===== src/rtl/snake_pkg.sv =====
// rtl/snake_pkg.sv - shared heading encodings and helpers for the snake game
package snake_pkg;

    typedef logic [1:0] dir_t;

    localparam dir_t DIR_UP    = 2'd0;
    localparam dir_t DIR_DOWN  = 2'd1;
    localparam dir_t DIR_LEFT  = 2'd2;
    localparam dir_t DIR_RIGHT = 2'd3;

    // Encodings pair up so that bit 0 separates a direction from its reversal.
    function automatic dir_t opposite(input dir_t d);
        return {d[1], ~d[0]};
    endfunction

endpackage


===== src/rtl/dir_queue_if.sv =====
// rtl/dir_queue_if.sv - button/tick inputs and heading outputs of dir_queue
interface dir_queue_if #(
    parameter int DEPTH = 2
);
    logic                     up;
    logic                     down;
    logic                     left;
    logic                     right;
    logic                     update_tick;
    logic                     flush;
    logic [1:0]               dir;
    logic                     dir_changed;
    logic [$clog2(DEPTH):0]   count;

    modport master (
        output up, down, left, right, update_tick, flush,
        input  dir, dir_changed, count
    );

    modport slave (
        input  up, down, left, right, update_tick, flush,
        output dir, dir_changed, count
    );
endinterface


===== src/rtl/dir_queue_press_select.sv =====
// rtl/dir_queue_press_select.sv - button edge detect and fixed-priority candidate pick
module press_select
    import snake_pkg::*;
(
    input  logic clk,
    input  logic reset,
    input  logic up,
    input  logic down,
    input  logic left,
    input  logic right,
    output logic cand_valid,
    output dir_t cand_dir
);

    logic [3:0] lvl;
    logic [3:0] lvl_q;
    logic [3:0] press;

    assign lvl   = {up, down, left, right};
    assign press = lvl & ~lvl_q;

    // Edge registers always track the current levels, so a flush cycle
    // naturally absorbs held buttons without any extra reload path.
    always_ff @(posedge clk or posedge reset) begin
        if (reset) lvl_q <= 4'b0000;
        else       lvl_q <= lvl;
    end

    always_comb begin
        cand_valid = |press;
        cand_dir   = DIR_UP;
        if      (press[3]) cand_dir = DIR_UP;
        else if (press[2]) cand_dir = DIR_DOWN;
        else if (press[1]) cand_dir = DIR_LEFT;
        else if (press[0]) cand_dir = DIR_RIGHT;
    end

endmodule


===== src/rtl/dir_queue.sv =====
// rtl/dir_queue.sv - validated FIFO of player direction presses feeding the heading register
module dir_queue
    import snake_pkg::*;
#(
    parameter int   DEPTH    = 2,
    parameter dir_t INIT_DIR = DIR_RIGHT
) (
    input  logic        clk,
    input  logic        reset,
    dir_queue_if.slave  bus
);

    localparam int PW = (DEPTH > 1) ? $clog2(DEPTH) : 1;
    localparam int CW = $clog2(DEPTH) + 1;
    localparam logic [CW-1:0] DEPTH_C = CW'(DEPTH);

    logic          cand_valid;
    dir_t          cand_dir;
    dir_t          mem [DEPTH];
    logic [PW-1:0] wr_ptr;
    logic [PW-1:0] rd_ptr;
    logic [PW-1:0] tail_ptr;
    logic [CW-1:0] count;
    logic [CW-1:0] count_after_pop;
    dir_t          dir;
    dir_t          last_dir;
    logic          dir_changed;
    logic          cand_ok;
    logic          push;
    logic          pop;

    press_select u_press_select (
        .clk        (clk),
        .reset      (reset),
        .up         (bus.up),
        .down       (bus.down),
        .left       (bus.left),
        .right      (bus.right),
        .cand_valid (cand_valid),
        .cand_dir   (cand_dir)
    );

    assign tail_ptr        = wr_ptr - PW'(1);
    assign last_dir        = (count != '0) ? mem[tail_ptr] : dir;
    assign cand_ok         = cand_valid && (cand_dir != last_dir) && (cand_dir != opposite(last_dir));
    assign pop             = bus.update_tick && (count != '0);
    assign count_after_pop = count - CW'(pop);
    // An empty-FIFO pop never reaches the entry pushed this cycle; it commits next tick.
    assign push            = cand_ok && (count_after_pop < DEPTH_C);

    always_ff @(posedge clk or posedge reset) begin
        if (reset) begin
            wr_ptr      <= '0;
            rd_ptr      <= '0;
            count       <= '0;
            dir         <= INIT_DIR;
            dir_changed <= 1'b0;
            for (int i = 0; i < DEPTH; i++) mem[i] <= INIT_DIR;
        end else if (bus.flush) begin
            wr_ptr      <= '0;
            rd_ptr      <= '0;
            count       <= '0;
            dir         <= INIT_DIR;
            dir_changed <= 1'b0;
        end else begin
            dir_changed <= pop;
            if (push) begin
                mem[wr_ptr] <= cand_dir;
                wr_ptr      <= wr_ptr + PW'(1);
            end
            if (pop) begin
                dir    <= mem[rd_ptr];
                rd_ptr <= rd_ptr + PW'(1);
            end
            count <= count_after_pop + CW'(push);
        end
    end

    assign bus.dir         = dir;
    assign bus.dir_changed = dir_changed;
    assign bus.count       = count;

endmodule

===== src/flat_wrapper.sv =====
// flat-port wrapper written by rule: the top's interface ports become plain ports
module dir_queue_flat import snake_pkg::*;
#(
    parameter int   DEPTH    = 2,
    parameter dir_t INIT_DIR = DIR_RIGHT
)
  (clk, reset, bus_up, bus_down, bus_left, bus_right, bus_update_tick, bus_flush, bus_dir, bus_dir_changed, bus_count);
  dir_queue_if #(.DEPTH(DEPTH)) bus_i ();
  input  logic clk;
  input  logic reset;
  input wire logic [$bits(bus_i.up)-1:0] bus_up;
  input wire logic [$bits(bus_i.down)-1:0] bus_down;
  input wire logic [$bits(bus_i.left)-1:0] bus_left;
  input wire logic [$bits(bus_i.right)-1:0] bus_right;
  input wire logic [$bits(bus_i.update_tick)-1:0] bus_update_tick;
  input wire logic [$bits(bus_i.flush)-1:0] bus_flush;
  output wire logic [$bits(bus_i.dir)-1:0] bus_dir;
  output wire logic [$bits(bus_i.dir_changed)-1:0] bus_dir_changed;
  output wire logic [$bits(bus_i.count)-1:0] bus_count;
  assign bus_i.up = bus_up;
  assign bus_i.down = bus_down;
  assign bus_i.left = bus_left;
  assign bus_i.right = bus_right;
  assign bus_i.update_tick = bus_update_tick;
  assign bus_i.flush = bus_flush;
  assign bus_dir = bus_i.dir;
  assign bus_dir_changed = bus_i.dir_changed;
  assign bus_count = bus_i.count;
  dir_queue #(.DEPTH(DEPTH), .INIT_DIR(INIT_DIR)) u_core (.clk(clk), .reset(reset), .bus(bus_i));
endmodule

===== config.mk =====
export PLATFORM = sky130hd
export DESIGN_NAME = dir_queue_flat
export DESIGN_NICKNAME = d
export VERILOG_FILES = /design/src/rtl/snake_pkg.sv /design/src/rtl/dir_queue_if.sv /design/src/rtl/dir_queue_press_select.sv /design/src/rtl/dir_queue.sv /design/src/flat_wrapper.sv
export SDC_FILE = /design/constraint.sdc
export NUM_CORES = 1
export LEC_CHECK = 0
export CAP_MARGIN = 20
export CORE_MARGIN = 10
export CORE_UTILIZATION = 49
export DETAILED_ROUTE_END_ITERATION = 6
export DONT_BUFFER_PORTS = 1
export PLACE_DENSITY = 0.65
export SYNTH_ARGS = -nofsm -noshare
export SYNTH_HDL_FRONTEND = slang
export SYNTH_SLANG_ARGS = --single-unit

===== constraint.sdc =====
create_clock -name clk -period 3.04 [get_ports clk]
set_input_delay 0.608 -clock clk [delete_from_list [all_inputs] [get_ports clk]]
set_output_delay 0.608 -clock clk [all_outputs]
set_load 0.005 [all_outputs]

==> impl_metrics.json, run 1 <==
{
  "rsz0062_at_grt": "false",
  "ctsHtreeMaxLevel": 1,
  "dp_hpwl_um": 1159,
  "antenna_found_initial": 0,
  "synthDistinctLibCells": 33,
  "core-area_um2": 1541,
  "synthSimpleGateAreaFrac_pct": 16.07,
  "maxSlewHeadroom_pct": 61.51,
  "rr_worst_depth": 9,
  "postCtsSetupBuffers": 0,
  "nFillCells": 148,
  "worst_path_max_delay_cell": "dfrtp_1",
  "dieArea_um2": 3678,
  "grt_overflow": 0,
  "cts_root_buf": "clkbuf_4",
  "drcViolationCount": 0,
  "path_common_cell": "ha_1",
  "ant_nets": 0,
  "diodes": 0,
  "fp-row-count": 14,
  "cts_hold_buf": 0,
  "grt_max_degree": 16,
  "path_clk_slew_ns": 0.09,
  "period_share_pct": 79.47,
  "p_seq_share_pct": 43.2,
  "muxShareOfSynthArea_pct": 7.419,
  "synth_fp_nets": 81,
  "vdd_drop_max_mv": 0.4498,
  "slew_viol_final": 0,
  "drive_above_1_share_pct": 24.00,
  "power_frac_clock_pct": 15.0,
  "internal_power_uw": 472.9,
  "critPathLaunchType": "flop",
  "vias": 532,
  "syn_to_final_growth_pct": 5.719,
  "ys_ff_latch": 15,
  "ys_warn_count": 0,
  "setup_tns_ns": 0,
  "p_comb_share_pct": 41.7,
  "placed_area_um2": 829.5,
  "post_cts_resized": 0,
  "yosys.area_share.adder_pct": 3.091,
  "layout.nets": 86,
  "final_util_pct": 55.52,
  "numCtsBuffers": 3,
  "power-per-cell-area_nw_per_um2": 867.5,
  "grt_pass1_vias": 547,
  "cap_violations": 0,
  "holdWs_ns": 0.2643,
  "multi_input_area_um2": 411.6,
  "drt-total-wl_um": 1490,
  "p_switching_uw": 269.6,
  "p_leak_uw": 0.0003640,
  "viasPerCell": 5.846,
  "design_area_um2": 855.8,
  "critPathArrivalTime_ns": 2.59,
  "critical_path.endpoint_type": "flop",
  "swShare_pct": 36.31,
  "first_iter_violations": 7,
  "cp_max_fo": 7,
  "critPathKind": "reg -> reg",
  "worst_pin_slew_ns": 0.5768,
  "worst_path_largest_cell_delay_ns": 0.49,
  "place.gp.congestion": 0.7630,
  "setup_viol": 0,
  "syn_area_um2": 809.5,
  "synth_top_family_by_area": "compound AO/OA/AOI/OAI gates",
  "total_power_uw": 742.4,
  "finalCriticalPeriod_ns": 2.416,
  "ys_seq_area_share_pct": 47.30,
  "r2r_slack_ns": 0.62,
  "insertion_delay_ns": 0.28,
  "start_util_pct": 52.52,
  "post_drt_wl_per_cell_um": 16.37,
  "die_w_um": 60.65,
  "clock_sinks": 15,
  "die_h_um": 60.65,
  "path_cells": "o21ai_1, inv_1, ha_1, xnor2_2, a21boi_4, o2bb2ai_4, ha_1, xor2_1, nor2_1",
  "synth-compound-area-share_pct": 20.09,
  "syn_inst": 71,
  "grt.total_usage_pct": 9.328,
  "outcome": "finished, final reports clean",
  "hp-class": "in -> async",
  "path_buf_inv": 1,
  "clk_path_buf_depth": 2,
  "portBuffers": 0,
  "grt_pass1_wl_um": 2539,
  "final_cell_mix": "nor2_1 (10), dfrtp_1 (9), dfstp_2 (6)",
  "drt_first_pass_iters": 4,
  "rr_endpoint": "u_core.bus.count[1]",
  "critPathRequiredTime_ns": 3.22,
  "fmax_mhz": 413.9,
  "cts_tree": "yes",
  "seq_area_um2": 382.9,
  "final_common_cell": "nor2_1",
  "pin_count": 13,
  "hold_viol": 0,
  "synth_xor_xnor_area_share_pct": 4.173,
  "avgSynthCellArea_um2": 11.40,
  "skew_ns": 0.005340,
  "path_delay_family": "compound AO/OA/AOI/OAI gates",
  "timing.rr.start": "u_core.bus.count[1]"
}
==> cells by family after synthesis <==
| group | after synthesis |
|---|---|
| buffers and inverters | 4 |
| AND/OR/NAND/NOR | 26 |
| multiplexers | 5 |
| XOR/XNOR | 3 |
| adder cells (fa/ha/maj) | 2 |
| flip-flops | 15 |
| AO/OA/AOI/OAI | 16 |
==> worst max path at each step <==
stage                                to  cells past startpoint                start
floorplan           u_core.bus.count[0]                      8      bus_update_tick
global placement    u_core.bus.count[1]                      9  u_core.bus.count[1]
detailed placement  u_core.bus.count[1]                      9  u_core.bus.count[1]
CTS                 u_core.bus.count[1]                      9  u_core.bus.count[1]
global route        u_core.bus.count[1]                      9  u_core.bus.count[1]
finish              u_core.bus.count[1]                      9  u_core.bus.count[1]
==> Yosys cell counts (all sizes together) <==
| cell type | instances | share of area [%] |
|---|---|---|
| ha | 2 | 3.1 |
| a32o | 1 | 1.2 |
| xor2 | 2 | 2.2 |
| o2bb2ai | 1 | 3.4 |
| o221ai | 1 | 1.9 |
| nor2b | 4 | 3.1 |
| nor4 | 1 | 0.77 |
| o22ai | 1 | 0.77 |
| nor2 | 10 | 4.6 |
| nand2 | 5 | 2.6 |
| nand2b | 3 | 2.3 |
| a21o | 1 | 0.93 |
| a21boi | 2 | 3.2 |
| o21bai | 1 | 0.93 |
| a31oi | 1 | 0.77 |
| o21ai | 3 | 3.2 |
| a211oi | 1 | 0.93 |
| inv | 4 | 1.9 |
| dfstp | 6 | 19 |
| or3b | 1 | 1.4 |
| mux2i | 3 | 4.2 |
| dfrtp | 9 | 28 |
| a21oi | 1 | 0.62 |
| mux2 | 2 | 3.2 |
| a211o | 2 | 2.2 |
| xnor2 | 1 | 2.0 |
| nand3 | 2 | 1.2 |
==> per-stage QoR <==
step                setup slack, ns  instances
CTS                          0.6116         91
global route                 0.4464         91
global placement             0.6567         87
detailed placement           0.6294         87
finish                       0.6240         91
floorplan                    0.8543         71
==> routing by layer <==
layer	global-route usage, %	vias up	part of all wire [%]
met5	0	-	0
met1	11.64	262	45
met4	5.643	0	1.5
met2	13.83	7	49
li1	-	259	-
met3	2.714	4	4.5
==> flip-flops by register name (all words and copies together), names as in the netlist <==
name / count
u_core.rd_ptr: 1
u_core.bus.dir_changed: 1
u_core.u_press_select.lvl_q: 4
u_core.mem: 4
u_core.bus.dir: 2
u_core.bus.count: 2
u_core.wr_ptr: 1
==> power by group through the flow <==
stage | registers, uW | clock network (uW) | logic [uW]
2_1_floorplan | 309 | 0 | 272
3_3_place_gp | 325 | 0 | 304
3_5_place_dp | 326 | 0 | 312
4_1_cts | 322 | 118 | 314
5_1_grt | 328 | 124 | 347
6_report | 321 | 112 | 310
==> final cells by class <==
cell class | instances | share of cell area [%]
multi-input combinational | 52 | 48.10
sequential | 15 | 44.74
tap | 16 | 2.339
clock buffer | 4 | 3.070
inverter | 4 | 1.754
Note: power is estimated with default switching activity, not from simulation.
==> run 2: changes to the inputs <==
PLACE_DENSITY = 0.67   (was 0.65)
clock period = 2.1 ns   (was 3.04 ns; I/O delays follow)
==> run 2 against run 1 <==
Net effect: non-clock buffer count up 4; fmax rose by 32%; combinational power grew 61%; sequential share of layout area decreased by 1.7 points; cell area increased by 3.9%; die area unchanged; sequential cell count unchanged; setup slack worse by 0.36 ns; wire length shrank 3.9%; critical path type unchanged; critical endpoint is now u_core.bus.count[0]; highest routed layer unchanged.
==> impl_metrics.json, run 2 (synthesized netlist as in run 1, its figures left out) <==
{
  "path_delay_family": "compound AO/OA/AOI/OAI gates",
  "post_drt_wl_per_cell_um": 15.07,
  "skew_ns": 0.001982,
  "slew_viol_final": 0,
  "path_common_cell": "ha_1",
  "period_share_pct": 87.45,
  "placed_area_um2": 863.3,
  "critPathRequiredTime_ns": 2.28,
  "grt.total_usage_pct": 9.332,
  "finalCriticalPeriod_ns": 1.836,
  "ctsHtreeMaxLevel": 1,
  "clk_path_buf_depth": 2,
  "dp_hpwl_um": 1169,
  "place.gp.congestion": 0.8182,
  "drive_above_1_share_pct": 29.11,
  "fp-row-count": 14,
  "maxSlewHeadroom_pct": 64.09,
  "reg.largest.list": "u_core.mem x4, u_core.u_press_select.lvl_q x4",
  "grt_pass1_vias": 554,
  "antenna_found_initial": 0,
  "final_cell_mix": "nor2_1 (10), dfrtp_1 (9), dfstp_2 (6)",
  "grt_pass1_wl_um": 2518,
  "syn_to_final_growth_pct": 9.892,
  "holdWs_ns": 0.05283,
  "design_area_um2": 889.6,
  "fmax_mhz": 544.5,
  "postCtsSetupBuffers": 0,
  "multi_input_area_um2": 415.4,
  "clock_sinks": 15,
  "worst_path_max_delay_cell": "dfrtp_1",
  "critPathLaunchType": "flop",
  "hp-class": "in -> async",
  "total_power_uw": 1110,
  "nFillCells": 141,
  "start_util_pct": 52.52,
  "cts_hold_buf": 0,
  "pin_count": 13,
  "drt-total-wl_um": 1432,
  "cap_violations": 0,
  "portBuffers": 0,
  "critical_path.endpoint_type": "flop",
  "numCtsBuffers": 3,
  "setup_viol": 0,
  "layout.nets": 90,
  "die_w_um": 60.65,
  "cts_tree": "yes",
  "dieArea_um2": 3678,
  "drt_first_pass_iters": 1,
  "worst_pin_slew_ns": 0.5380,
  "insertion_delay_ns": 0.28,
  "grt_max_degree": 16,
  "path_clk_slew_ns": 0.08,
  "final_util_pct": 57.71,
  "rsz0062_at_grt": "false",
  "r2r_slack_ns": 0.26,
  "viasPerCell": 5.663,
  "path_buf_inv": 1,
  "final_common_cell": "nor2_1",
  "core-area_um2": 1541,
  "critPathArrivalTime_ns": 2.02,
  "p_leak_uw": 0.0003840,
  "vias": 538,
  "drcViolationCount": 0,
  "post_cts_resized": 0,
  "hold_viol": 0,
  "power-per-cell-area_nw_per_um2": 1248,
  "vdd_drop_max_mv": 0.6104,
  "ant_nets": 0,
  "outcome": "finished, final reports clean",
  "seq_area_um2": 382.9,
  "die_h_um": 60.65,
  "path_cells": "o21ai_2, inv_1, ha_1, xnor2_2, a21boi_4, o2bb2ai_4, ha_1, nor2b_1",
  "cp_max_fo": 3,
  "first_iter_violations": 0,
  "grt_overflow": 0,
  "worst_path_largest_cell_delay_ns": 0.40,
  "cts_root_buf": "clkbuf_4",
  "critPathKind": "reg -> reg",
  "setup_tns_ns": 0,
  "diodes": 0
}
run 2: cell count changes in the layout (fill, tap and decap cells not counted):
cell | before | now
o21ai_2 | 0 | 1
o21ai_1 | 1 | 0
buf_4 | 0 | 4
run 2: routing by layer:
metal | wire length, um | part of all wire [%] | global-route usage (%)
met4 | 38 | 2.7 | 6.583
met1 | 611 | 43 | 10.32
met3 | 80 | 5.6 | 3.758
met5 | 0 | 0 | 0
met2 | 702 | 49 | 14.26
run 2: per-stage QoR:
stage	std cells	setup slack, ns
final	95	0.2636
after global routing	95	0.1348
after CTS	95	0.2458
after detailed placement	91	0.2723
after global placement	91	0.3001
after floorplan	71	0.05248
run 2: report_power, final:
| part | leakage [uW] | total, uW | internal [uW] | switching, uW |
|---|---|---|---|---|
| Clock | 0.0000150 | 165 | 73.9 | 91.1 |
| Combinational | 0.000193 | 498 | 255 | 243 |
| Sequential | 0.000176 | 448 | 387 | 60.7 |
run 2: final cells by class:
cell class	instances	area share [%]
well taps	16	2.250
multi-input cells	52	46.69
inverters	4	1.688
repair buffers	4	3.376
flip-flops and latches	15	43.04
clock buffers	4	2.954
run 2: final timing paths:
kind	cells after the start	start	endpoint
max in group asynchronous	1	reset	u_core.mem[3]
max	8	u_core.bus.count[0]	u_core.bus.count[0]
min reg2reg	2	u_core.mem[1]	u_core.mem[1]
max reg2reg	8	u_core.bus.count[0]	u_core.bus.count[0]
min in group clk	0	bus_down	u_core.u_press_select.lvl_q[2]
min	1	reset	u_core.bus.dir_changed
